==> src/rtl/turbo_block_receiver.sv <==
// Turbo block receiver: collects 8 {p2,p1,sys} symbols, re-encodes, counts parity errors.
// Optional failed-block counter enabled by TURBO_RX_ERR_STATS_EN.
module turbo_block_receiver #(
  parameter logic [3:0] G1         = 4'b1011,
  parameter logic [3:0] G2         = 4'b1101,
  parameter int         INTLV_MULT = 5,
  parameter int         INTLV_OFFS = 3
) (
  input  logic       clk,
  input  logic       rst_n,
  input  logic       in_valid,
  input  logic       sof,
  input  logic [2:0] sym,
  output logic       busy,
  output logic       out_valid,
  output logic [7:0] data_out,
  output logic [3:0] p1_err_cnt,
  output logic [3:0] p2_err_cnt,
  output logic       block_ok,
  output logic [7:0] err_blocks
);

  typedef enum logic [1:0] {
    IDLE, COLLECT, CHECK, DONE
  } state_t;

  state_t     state;
  logic [7:0] sys_q, p1_q, p2_q;
  logic [2:0] cnt, k;
  logic [2:0] sr1, sr2;
  logic [3:0] c1, c2;

  function automatic logic [2:0] intlv(input logic [2:0] kk);
    int t;
    t = INTLV_MULT * int'(kk) + INTLV_OFFS;
    return t[2:0];
  endfunction

  logic [2:0] ik;
  logic [3:0] v1, v2;
  logic       m1, m2, ok_now;

  always_comb begin
    ik     = intlv(k);
    v1     = {sr1, sys_q[k]};
    v2     = {sr2, sys_q[ik]};
    m1     = (^(v1 & G1)) != p1_q[k];
    m2     = (^(v2 & G2)) != p2_q[k];
    ok_now = (c1 == 4'd0) && (c2 == 4'd0);
  end

  assign busy = (state == CHECK) || (state == DONE);

  always_ff @(posedge clk) begin
    if (!rst_n) begin
      state      <= IDLE;
      sys_q      <= '0;
      p1_q       <= '0;
      p2_q       <= '0;
      cnt        <= '0;
      k          <= '0;
      sr1        <= '0;
      sr2        <= '0;
      c1         <= '0;
      c2         <= '0;
      out_valid  <= 1'b0;
      data_out   <= '0;
      p1_err_cnt <= '0;
      p2_err_cnt <= '0;
      block_ok   <= 1'b0;
    end else begin
      out_valid <= 1'b0;
      unique case (state)
        IDLE: begin
          if (in_valid && sof) begin
            sys_q[0] <= sym[0];
            p1_q[0]  <= sym[1];
            p2_q[0]  <= sym[2];
            cnt      <= 3'd1;
            state    <= COLLECT;
          end
        end
        COLLECT: begin
          if (in_valid) begin
            if (sof) begin
              // resync: this symbol becomes bit 0
              sys_q[0] <= sym[0];
              p1_q[0]  <= sym[1];
              p2_q[0]  <= sym[2];
              cnt      <= 3'd1;
            end else begin
              sys_q[cnt] <= sym[0];
              p1_q[cnt]  <= sym[1];
              p2_q[cnt]  <= sym[2];
              cnt        <= cnt + 3'd1;
              if (cnt == 3'd7) begin
                state <= CHECK;
                k     <= '0;
                sr1   <= '0;
                sr2   <= '0;
                c1    <= '0;
                c2    <= '0;
              end
            end
          end
        end
        CHECK: begin
          sr1 <= v1[2:0];
          sr2 <= v2[2:0];
          c1  <= c1 + {3'b000, m1};
          c2  <= c2 + {3'b000, m2};
          k   <= k + 3'd1;
          if (k == 3'd7) state <= DONE;
        end
        DONE: begin
          data_out   <= sys_q;
          p1_err_cnt <= c1;
          p2_err_cnt <= c2;
          block_ok   <= ok_now;
          out_valid  <= 1'b1;
          state      <= IDLE;
        end
        default: state <= IDLE;
      endcase
    end
  end

`ifdef TURBO_RX_ERR_STATS_EN
  always_ff @(posedge clk) begin
    if (!rst_n) begin
      err_blocks <= '0;
    end else if (state == DONE && !ok_now
                 && err_blocks != 8'hFF) begin
      err_blocks <= err_blocks + 8'd1;
    end
  end
`else
  assign err_blocks = '0;
`endif

endmodule

==> config.mk <==
export PLATFORM = sky130hd
export DESIGN_NAME = turbo_block_receiver
export DESIGN_NICKNAME = d
export VERILOG_FILES = /design/src/rtl/turbo_block_receiver.sv
export SDC_FILE = /design/constraint.sdc
export NUM_CORES = 1
export LEC_CHECK = 0
export ABC_AREA = 1
export ABC_CLOCK_PERIOD_IN_PS = 2100
export CORE_ASPECT_RATIO = 0.8
export CORE_MARGIN = 3
export CORE_UTILIZATION = 48
export DETAILED_ROUTE_END_ITERATION = 6
export HOLD_SLACK_MARGIN = 0.12
export PLACE_DENSITY = 0.8
export SLEW_MARGIN = 10
export SYNTH_ARGS = -nofsm -noshare
export SYNTH_HDL_FRONTEND = slang
export SYNTH_SLANG_ARGS = --single-unit
==> constraint.sdc <==
create_clock -name clk -period 2.1 [get_ports clk]
set_input_delay 0.42 -clock clk [delete_from_list [all_inputs] [get_ports clk]]
set_output_delay 0.42 -clock clk [all_outputs]
set_load 0.005 [all_outputs]
==> summary.md <==
| Metric | Value |
|---|---|
| Outcome | finished clean |
| Switching share of power | 36.88% |
| Critical Path Fanout Max | 7 |
| Area leader, netlist | dfxtp_1 |
| Pwr dens | 1016 mW/mm² |
| CP Capture Point | c1[1] |
| Clock-pin slew on the worst setup and hold paths | 70 ps |
| Total Routing Usage GR | 21.35% |
| Via count | 2974 |
| I/O pin total | 34 |
| Top cell type's share of synthesized area | 41.08% |
| Post-Syn Area | 0.003119 mm² |
| Fin crit share | 96.75% |
| Final min period | 2032 ps |
| Antenna diodes | 0 |
| Vias in the first global route | 2647 |
| CP required | between 2000 and 2500 ps |
| CTS tree | yes |
| Final Max Tran Viols | 0 |
| CTS sink cnt | 64 |
| WL/cell | 13.69 µm |
| Synthesized instance count | 443 |
| GRT overflow | 0 |
| Reg-to-reg setup timing slack | 70 ps |
| Clock Tree Root | clkbuf_8 |
| RR Endpoint | c1[1] |
| Post-route DRC | 0 |
| Final core occ | 62.93% |
| Routed wire length | 7696 µm |
| Power, Total | roughly 4 mW |
| Initial drt markers | 285 |
| Input/output buffers | 25 |
| GP Congestion | between 0.8 and 0.9 |
| Critical path class | flip-flop to flip-flop |
| Hold_buf cts | 0 |
| Crit. End Element | flip-flop |
| Final hold vios | 0 |
| RSZ-0062 raised after global routing | true |
| Clock Latency Late Sink | 350 ps |
| Arrival time at the worst endpoint | roughly 2300 ps |
| Asr flop ratio synth | 0% |
| Clock buffer depth | 2 |
| Clock power frac | 23.3% |
| Starting Density | about half |
| P_int | 2.462 mW |
| Largest net degree at the start of global routing | between 40 and 50 |
| Initial antenna violation count | 0 |
| P_sw | approximately 1.4 mW |
| Power share of the sequential group | 37.9% |
| Peak Freq | approximately 490 MHz |
| Post-layout net count | 496 |
| Ys flop type | dfxtp_1 |
| Post-route antenna net violation count | 0 |
| Flops & latches, synth | 64 |
| First-pass GRT wire length | 12500 µm |
| R2R Path Start | k[0] |
| Die Y | 78.10 µm |
| Setup crit start | k[0] |
| Fill count | 533 |
| Iteration count of the initial detailed-routing pass | 5 |
| Synth cell types | 31 |
| Leakage | 1.617 nW |
| Startpoint types | flip-flop |
| Row count | 25 |
| Die area | 0.007507 mm² |
| Area delta synth->final | 23.06% |
| Routed vias/inst | 5.292 |
| Mapped Avg Cell Area | 7.041 µm² |
| Area contributors post-synth | dfxtp_1 41%, nor2_1 10%, nand2_1 8.4%, o21ai_0 6.6%, ha_1 5.2% |
| HPWL Detailed | 5229 µm |
| Seq/Total Area, Yosys | between 40% and 50% |
| R2R cell count | 13 |
| Setup violations, final | 0 |
| Max_cap viols | 0 |
| Min-delay worst type | flip-flop to flip-flop |
| Yosys warns | 0 |
| VDD IR-drop max | 625.3 µV |
| EDFF count, synth | 0 |
| H-tree levels | 3 |
| Die W | between 90 and 100 µm |
| Core Area | a little over 0.006 mm² |
| Hold_sp | sr2[0] |
| Combinational Power Share | 38.8% |
| Worst Skew | 8.148 ps |
| Share of layout cells above drive strength 1 | 15.59% |
| Num CTS Buffers | 9 |
==> per-stage QoR <==
| stage | instances | TNS [ps] | hold slack [ps] | setup WS (ps) | cell area (µm²) |
|---|---|---|---|---|---|
| global placement | 544 | 0 | 448.2 | 69.19 | 3465 |
| detailed placement | 544 | -167.2 | 453.5 | -89.30 | 3465 |
| finish | 562 | 0 | 461.6 | 68.20 | 3839 |
| global route | 562 | -143.8 | 476.9 | -74.12 | 3839 |
| CTS | 560 | -32.65 | 463.6 | -20.11 | 3640 |
| floorplan | 450 | 0 | 440.1 | 21.04 | 3146 |
==> per-layer routing <==
metal	global-route usage [%]	routed length [µm]	part of all wire, %	vias up
met2	31.01	3496	45	102
met1	29.78	3567	46	1375
li1	-	-	-	1481
met4	7.670	127	1.7	0
met5	0	0	0	-
met3	6.322	504	6.5	16
==> timing repair <==
item	4_1_cts	5_1_grt
pin swaps	0	20
buffers inserted	0	1
gates cloned	0	1
setup endpoints to repair	2	8
resized for setup	3	44
==> worst max-delay path, cell delays in order (launching register included) <==
cell and delay, ps:
dfxtp_4 360, buf_8 150, clkbuf_16 150, nor2_1 90
nor2_1 40, o21ai_1 100, o211ai_1 110, nand2_1 120
nand3b_1 140, nand2_2 80, ha_4 170, ha_4 270
nand2_4 50, a21oi_2 150
==> kinds of logic (layout without fill, tap and decap cells) <==
group	Yosys count	after routing	share of synthesized area (%)
buffers and inverters	68	99	10.03
adder cells (fa/ha/maj)	13	13	5.215
flip-flops	64	64	41.08
AO/OA/AOI/OAI	98	98	16.65
XOR/XNOR	5	5	1.404
AND/OR/NAND/NOR	194	194	25.51
other	1	8	0.1202
==> cell usage after synthesis (all sizes together), types with 3 or more instances <==
| cell | number |
|---|---|
| a211oi | 4 |
| a21oi | 32 |
| buf | 16 |
| clkbuf | 8 |
| clkinv | 5 |
| dfxtp | 64 |
| ha | 13 |
| inv | 39 |
| nand2 | 74 |
| nand3 | 22 |
| nor2 | 90 |
| o211ai | 3 |
| o21ai | 58 |
| xor2 | 4 |
==> power by group through the flow <==
stage	sequential, mW	combinational, mW	clock [mW]
after global placement	1.48	1.23	0
final	1.48	1.51	0.910
after global routing	1.49	1.70	0.987
after CTS	1.45	1.30	0.929
after floorplan	1.47	0.895	0
after detailed placement	1.48	1.27	0
==> area by class of cell <==
type | count | area, µm² | area share, %
inverters | 44 | 170.2 | 4.433
clock buffers | 13 | 148.9 | 3.879
clock inverters | 3 | 17.52 | 0.4563
multi-input cells | 318 | 1705 | 44.43
flip-flops and latches | 64 | 1286 | 33.51
repair buffers | 39 | 409.1 | 10.66
well taps | 81 | 101.3 | 2.640
==> state kept, by name (all words and copies together) (netlist names) <==
name and count:
sr2 3, sys_q 8, p1_q 8, out_valid 1
block_ok 1, cnt 3, state 2, sr1 3
data_out 8, c2 4, c1 4, p1_err_cnt 4
p2_q 8, k 3, p2_err_cnt 4
==> cells in the final DEF (no fill, tap or decap), types with 3 or more instances in the layout <==
cell,count
a21oi_2,4
o21ai_1,17
buf_4,9
inv_1,29
nand2_1,64
clkdlybuf4s50_1,25
clkbuf_8,10
a211oi_1,3
clkbuf_1,3
o211ai_1,3
nor2_1,82
inv_2,9
conb_1,8
clkinv_1,5
nand2_2,9
ha_4,6
nor2_2,7
nand3_2,5
xor2_1,4
dfxtp_1,62
a21oi_1,28
o21ai_0,39
nand3_1,17
ha_1,7
==> worst min path at each step <==
stage / to / depth (start not counted)
after floorplan: sr1[2] / 2
after global placement: sr2[1] / 2
after detailed placement: sr2[1] / 2
after CTS: sr2[1] / 2
after global routing: sr2[1] / 2
final: sr2[1] / 2
(Power assumes the default switching activity.)
